===== src/rtl/cntr_read_arb.sv =====
// cntr_read_arb: round-robin read arbiter for the three counter outputs.
// Drives SELECT_3 and waits SETTLE cycles after arbitration. It then
// captures the selected counter value and returns it with a one-cycle
// RD_VALID pulse and a one-hot GNT.
module cntr_read_arb #(
  parameter int unsigned NREQ   = 3,
  parameter int unsigned WIDTH  = 3,
  parameter int unsigned SETTLE = 2
) (
  input  logic              CLK,
  input  logic              RST,
  input  logic [NREQ-1:0]   REQ,
  input  logic [2*NREQ-1:0] REQ_CH,
  input  logic [WIDTH-1:0]  CNTR_IN1,
  input  logic [WIDTH-1:0]  CNTR_IN2,
  input  logic [WIDTH-1:0]  CNTR_IN3,
  output logic              SELECT_3,
  output logic [NREQ-1:0]   GNT,
  output logic [WIDTH-1:0]  RD_DATA,
  output logic              RD_VALID,
  output logic              BUSY
);

  localparam int unsigned IW = (NREQ > 1) ? $clog2(NREQ) : 1;
  localparam int unsigned CW = 4;

  typedef enum logic {ST_IDLE, ST_WAIT} state_t;

  state_t            state_q, state_d;
  logic [IW-1:0]     ptr_q, ptr_d;
  logic [IW-1:0]     win_q, win_d;
  logic [1:0]        ch_q, ch_d;
  logic [CW-1:0]     cnt_q, cnt_d;
  logic              sel3_q, sel3_d;
  logic [NREQ-1:0]   gnt_q, gnt_d;
  logic [WIDTH-1:0]  rd_data_q, rd_data_d;
  logic              rd_valid_q, rd_valid_d;
  logic              busy_q, busy_d;

  logic              win_found;
  logic [IW-1:0]     win_idx;
  logic [1:0]        win_ch;
  int unsigned       arb_idx;

  // Round-robin search starting at ptr_q, wrapping modulo NREQ
  always_comb begin
    win_found = 1'b0;
    win_idx   = '0;
    arb_idx   = 0;
    for (int unsigned i = 0; i < NREQ; i++) begin
      arb_idx = 32'(ptr_q) + i;
      if (arb_idx >= NREQ) arb_idx = arb_idx - NREQ;
      if (!win_found && REQ[IW'(arb_idx)]) begin
        win_found = 1'b1;
        win_idx   = IW'(arb_idx);
      end
    end
    win_ch = REQ_CH[{win_idx, 1'b0} +: 2];
  end

  // State and output registers, asynchronous reset
  always_ff @(posedge CLK or posedge RST) begin
    if (RST) begin
      state_q    <= ST_IDLE;
      ptr_q      <= '0;
      win_q      <= '0;
      ch_q       <= '0;
      cnt_q      <= '0;
      sel3_q     <= 1'b1;
      gnt_q      <= '0;
      rd_data_q  <= '0;
      rd_valid_q <= 1'b0;
      busy_q     <= 1'b0;
    end else begin
      state_q    <= state_d;
      ptr_q      <= ptr_d;
      win_q      <= win_d;
      ch_q       <= ch_d;
      cnt_q      <= cnt_d;
      sel3_q     <= sel3_d;
      gnt_q      <= gnt_d;
      rd_data_q  <= rd_data_d;
      rd_valid_q <= rd_valid_d;
      busy_q     <= busy_d;
    end
  end

  // Next-state: arbitrate in IDLE, count down the settle time in WAIT
  always_comb begin
    state_d = state_q;
    ptr_d   = ptr_q;
    win_d   = win_q;
    ch_d    = ch_q;
    cnt_d   = cnt_q;
    case (state_q)
      ST_IDLE: begin
        if (win_found) begin
          win_d   = win_idx;
          ch_d    = win_ch;
          cnt_d   = CW'(SETTLE);
          state_d = ST_WAIT;
        end
      end
      ST_WAIT: begin
        if (cnt_q != '0) begin
          cnt_d = cnt_q - 1'b1;
        end else begin
          ptr_d   = (win_q == IW'(NREQ - 1)) ? '0 : win_q + 1'b1;
          state_d = ST_IDLE;
        end
      end
      default: state_d = ST_IDLE;
    endcase
  end

  // Registered outputs: mux select at arbitration, capture and pulse at settle end
  always_comb begin
    sel3_d     = sel3_q;
    gnt_d      = '0;
    rd_data_d  = rd_data_q;
    rd_valid_d = 1'b0;
    busy_d     = busy_q;
    case (state_q)
      ST_IDLE: begin
        if (win_found) begin
          if (win_ch == 2'd3)      sel3_d = 1'b0;
          else if (win_ch == 2'd2) sel3_d = 1'b1;
          busy_d = 1'b1;
        end
      end
      ST_WAIT: begin
        if (cnt_q == '0) begin
          case (ch_q)
            2'd0:    rd_data_d = CNTR_IN1;
            2'd1:    rd_data_d = CNTR_IN2;
            default: rd_data_d = CNTR_IN3;
          endcase
          rd_valid_d = 1'b1;
          gnt_d      = {{(NREQ-1){1'b0}}, 1'b1} << win_q;
          busy_d     = 1'b0;
        end
      end
      default: busy_d = 1'b0;
    endcase
  end

  assign SELECT_3 = sel3_q;
  assign GNT      = gnt_q;
  assign RD_DATA  = rd_data_q;
  assign RD_VALID = rd_valid_q;
  assign BUSY     = busy_q;

endmodule


===== config.mk =====
export PLATFORM = sky130hd
export DESIGN_NAME = cntr_read_arb
export DESIGN_NICKNAME = d
export VERILOG_FILES = /design/src/rtl/cntr_read_arb.sv
export SDC_FILE = /design/constraint.sdc
export NUM_CORES = 1
export LEC_CHECK = 0
export CORE_MARGIN = 2
export CORE_UTILIZATION = 40
export DETAILED_ROUTE_END_ITERATION = 8
export PLACE_DENSITY = 0.73
export REMOVE_ABC_BUFFERS = 1
export SLEW_MARGIN = 25
export SYNTH_ARGS = -nofsm -noshare
export SYNTH_HDL_FRONTEND = slang
export SYNTH_SLANG_ARGS = --single-unit

===== constraint.sdc =====
create_clock -name CLK -period 3.3 [get_ports CLK]
set_clock_uncertainty 0.05 [all_clocks]
set_input_delay 0.825 -clock CLK [delete_from_list [all_inputs] [get_ports CLK]]
set_output_delay 0.825 -clock CLK [all_outputs]
set_load 0.01 [all_outputs]

# Word-level counts from Yosys, hierarchy flattened
# Index checks and enable logic that the tools add are counted.
[totals]
reg_bits = 20
out_inout_bits = 9
elab_cells = 80
input_bits = 20
[classes]
n_lt_le_gt_ge = 6
n_reduce_logical = 14
eq_ne = 7
bitwise = 2
addsub = 7
shifts = 2
mux = 32
[op_table]
columns = ["op", "n"]
rows = [
  ["2-to-1 mux 1 bit", 14],
  ["2-to-1 mux 2 bit", 7],
  ["AND reduction 2 bit", 5],
  ["less-than comparator 2 x 3 -> 1 bit (second input constant)", 3],
  ["2-to-1 mux 4 bit", 2],
  ["case mux 4 bit (2 select lines)", 1],
  ["binary-select mux 1 bit (select 2 bit)", 3],
  ["== test 2 bit (second input constant)", 3],
  [">= comparator 3 x 2 -> 1 bit (second input constant)", 2],
  ["2-to-1 mux 3 bit", 2],
  ["case mux 3 bit (2 select lines)", 1],
  ["variable part select 6 x 4 -> 2 bit", 1],
  ["subtractor 2 bit (second input constant)", 3],
  ["zero test 4 bit", 1],
  ["inequality test 2 x 1 -> 1 bit (second input constant)", 2],
  ["case mux 1 bit (2 select lines)", 2],
  ["nonzero test 4 bit", 1],
  ["subtractor 4 x 1 -> 4 bit (second input constant)", 1],
  ["adder 2 x 1 -> 3 bit (second input constant)", 1],
  ["adder 2 x 2 -> 3 bit (second input constant)", 1],
  ["AND reduction 3 bit", 1],
  ["left shift 1 x 2 -> 3 bit (first input constant)", 1],
  ["adder 2 x 1 -> 2 bit (second input constant)", 1],
  ["== test 2 x 1 -> 1 bit (second input constant)", 1],
  ["other kinds (7)", 10],
]

# Depth between registers and ports, before layout
[logic_depth]
word_depth = 15
ltp_mapped = 9

# Worst setup path before layout
# OpenSTA, ideal clock, no wires.
[synth_timing]
path_type = "input to register"
start = "in REQ[2]"
end = "reg sel3_q, in the netlist SELECT_3"
path_stages = 6
path_slack_ns = 0.986
t_arrival_ns = 2.180
setup_time_ns = 0.085
cell_sequence = "mux2_2 -> o311ai_2 -> mux2i_2 -> mux2i_1 -> a211oi_2 -> mux2_1"
[synth_via]
elab_chain_len = 13
elab_cells_between_ends = 22
[synth_rtl]
columns = ["element", "line", "rtl"]
rows = [
  ["from (decl)", "12", "input logic [NREQ-1:0] REQ,"],
  ["binary-select mux 1 bit (select 2 bit)", "53", "if (!win_found && REQ[IW'(arb_idx)]) begin"],
  ["2-to-1 mux 1 bit (implied by the code)", "53", ""],
  ["2-to-1 mux 1 bit", "53", ""],
  ["zero test 1 bit", "53", ""],
  ["logical AND 1 bit", "53", ""],
  ["2-to-1 mux 1 bit", "53", ""],
  ["zero test 1 bit", "53", ""],
  ["logical AND 1 bit", "53", ""],
  ["2-to-1 mux 2 bit", "53", ""],
  ["variable part select 6 x 4 -> 2 bit", "58", "win_ch = REQ_CH[{win_idx, 1'b0} +: 2];"],
  ["== test 2 bit (on tied branches)", "126, 127", ""],
  ["nonzero test 2 bit (no source line)", "n/a", ""],
  ["AND reduction 3 bit (no source line)", "n/a", ""],
  ["to (signal assigned)", "80", "sel3_q <= sel3_d;"],
  ["to (decl)", "34", "logic sel3_q, sel3_d;"],
]
# Parallel ways exist; a longest one is shown, timed or not. The select of a mux whose other input is x is not followed.
# A chain may end at the register's enable or synchronous reset.

# Worst setup path in the final report
# Same ends and word-level chain as after synthesis.

==> flow_metrics.env <==
export IMPL_status="finished clean"
export IMPL_design_die_area_sq_um=3350
export IMPL_period_share_pct=79.8
export IMPL_tns_ns=0
export IMPL_synth_edf_count=0
export IMPL_drv_slew=0
export IMPL_synth_top_area_share_pct=41.0
export IMPL_synth_top_area_cell="dfrtp_1"
export IMPL_synth_distinct_cells=34
export IMPL_route_detailed_drc=0
export IMPL_grt_start_max_net_pins=21
export IMPL_startpoint_type="input port"
export IMPL_area_growth_pct=28.2
export IMPL_cts_resized=0
export IMPL_fp_dieW_um=57.9
export IMPL_min_delay_path_class="flip-flop to flip-flop"
export IMPL_cts_sinks=20
export IMPL_synth_cells=115
export IMPL_ir_drop_v=0.000602
export IMPL_drt_initial_drc_count=22
export IMPL_max_slew_margin_rel_pct=51.3
export IMPL_cts_root_buf="clkbuf_4"
export IMPL_hold_violations=0
export IMPL_async_reset_ff_share_pct=100
export IMPL_max_freq_mhz=380
export IMPL_cts_tree="done"
export IMPL_layout_nets=170
export IMPL_vias=940
export IMPL_worstSetupPathType="input port to flip-flop"
export IMPL_end_kind="flip-flop"
export IMPL_ant_nets=0
export IMPL_cts_buffer_depth=2
export IMPL_grt_pass1_vias=902
export IMPL_htreeDepth=1
export IMPL_rsz0062_at_grt="false"
export IMPL_drive_gt1_share_pct=9.09
export IMPL_wl_per_cell_um=13.5
export IMPL_routabilityCongestion=0.860
export IMPL_clkTransAtPathRegs_ns=0.10
export IMPL_mostFrequentLayoutCells="clkdlybuf4s50_1, dfrtp_1, nand2_1, inv_1, o21ai_0"
export IMPL_power_leakage_uw=0.000677
export IMPL_antenna_found_initial=0
export IMPL_wirelength_um=2340
export IMPL_dieHeight_um=57.9
export IMPL_power_density_nw_per_um2=824
export IMPL_r2r_slack_ns=0.78
export IMPL_gr_total_overflow=0
export IMPL_grt_first_pass_wirelength_um=3800
export IMPL_ys_top_cells_by_area="dfrtp_1, mux2i_1, ha_1"
export IMPL_crit_path_max_fanout=7
export IMPL_start_util_pct=42.1
export IMPL_dpl_hpwl_um=1830
export IMPL_cts_made_buffers=3
export IMPL_tightestPinTransition_ns=0.730
export IMPL_boundaryPins=29
export IMPL_final_common_cell="clkdlybuf4s50_1"
export IMPL_drt_first_pass_iters=4
export IMPL_cp_data_required_time_ns=3.48
export IMPL_final_util_pct=53.9
export IMPL_grt_usage_pct=14.8
export IMPL_ys_ff_latch=20
export IMPL_setup_viol=0
export IMPL_cts_hold_buf=0
export IMPL_cap_violations=0
export IMPL_synthesis_area_sq_um=1160
export IMPL_insertion_delay_ns=0.29
export IMPL_multiInputGateArea_sq_um=606
export IMPL_port_buffers=28
export IMPL_syn_avg_cell_area_sq_um=10.1
export IMPL_ys_seq_area_share_pct=43.3
export IMPL_cts_post_setup_buffers_inserted=0
export IMPL_placementRows=19
export IMPL_synth_top_flop_cell="dfrtp_1"
export IMPL_yosysWarnings=0
export IMPL_cp_data_arrival_time_ns=2.81
export IMPL_viasPerCell=5.40
export IMPL_core_area_sq_um=2760
export IMPL_min_period_ns=2.63
export IMPL_fillers=255
export IMPL_n_antenna_cell=0
export IMPL_regArea_sq_um=502
-- final cells by class --
cell class | count | area share, %
clock buffer | 4 | 1.77
inverter | 9 | 2.27
multi-input combinational | 82 | 40.7
sequential | 20 | 33.8
tap | 31 | 2.61
timing repair buffer | 28 | 18.9
-- final timing paths --
kind / from / to / depth (start not counted)
max in group asynchronous: RST / ch_q[1] / 2
worst min-delay path: win_q[0] / GNT[2] / 1
min in group asynchronous: RST / win_q[0] / 2
worst min register to register: win_q[0] / GNT[2] / 1
worst max-delay path: REQ[2] / SELECT_3 / 7
worst max register to register: ptr_q[1] / SELECT_3 / 8
-- power by group --
| part | total (uW) | internal (uW) | switching (uW) |
|---|---|---|---|
| Combinational | 681 | 347 | 334 |
| Clock | 114 | 47.1 | 66.8 |
| Sequential | 430 | 349 | 80.8 |
| Total | 1220 | 743 | 482 |
-- flip-flops by register name, indices dropped and copies added, names as in the netlist --
register,flops
cnt_q,4
GNT,3
RD_DATA,3
ch_q,2
ptr_q,2
win_q,2
BUSY,1
RD_VALID,1
SELECT_3,1
state_q,1
-- logic make-up (layout without fill, tap and decap cells) --
group | count (synthesis) | count (layout) | synth area share, %
buffers and inverters | 13 | 41 | 4.53
xor gates and xnor gates | 1 | 1 | 0.755
muxes | 15 | 15 | 14.2
and+or+nand+nor | 33 | 33 | 15.3
adders and majority gates | 6 | 6 | 6.47
DFF | 20 | 20 | 43.3
AOI/OAI and AO/OA | 27 | 27 | 15.4
-- worst max-delay path, stage by stage --
cell	delay (ns)
clkdlybuf4s50_1	0.50
mux2_2	0.31
o311ai_2	0.27
mux2i_2	0.13
mux2i_1	0.16
a211oi_2	0.27
mux2_1	0.34
-- layer usage --
layer	vias up	global-route usage [%]	part of all wire [%]
li1	459	-	-
met1	443	16.1	42
met2	32	27.9	52
met3	6	4.02	5.2
met4	0	3.99	1.2
met5	-	0	0
-- cell usage after synthesis, drive strengths merged (3+ instances only) --
| cell | count |
|---|---|
| a21oi | 6 |
| dfrtp | 19 |
| o21ai | 9 |
| nor3b | 4 |
| nand3b | 3 |
| inv | 9 |
| nand2 | 11 |
| nand2b | 3 |
| ha | 6 |
| nor2 | 4 |
| clkbuf | 3 |
| mux2i | 9 |
| mux2 | 6 |
| a21o | 3 |
-- per-stage QoR --
| step | hold slack (ns) | setup slack (ns) | power (uW) | std cells | cell area (sq um) |
|---|---|---|---|---|---|
| global placement | 0.415 | 0.384 | 1090 | 170 | 1460 |
| finish | 0.448 | 0.668 | 1220 | 174 | 1490 |
| detailed placement | 0.423 | 0.339 | 1120 | 170 | 1460 |
| global route | 0.477 | 0.558 | 1330 | 174 | 1490 |
| floorplan | 0.395 | 0.962 | 908 | 111 | 1140 |
| CTS | 0.440 | 0.669 | 1240 | 174 | 1490 |
(Power assumes the default switching activity.)
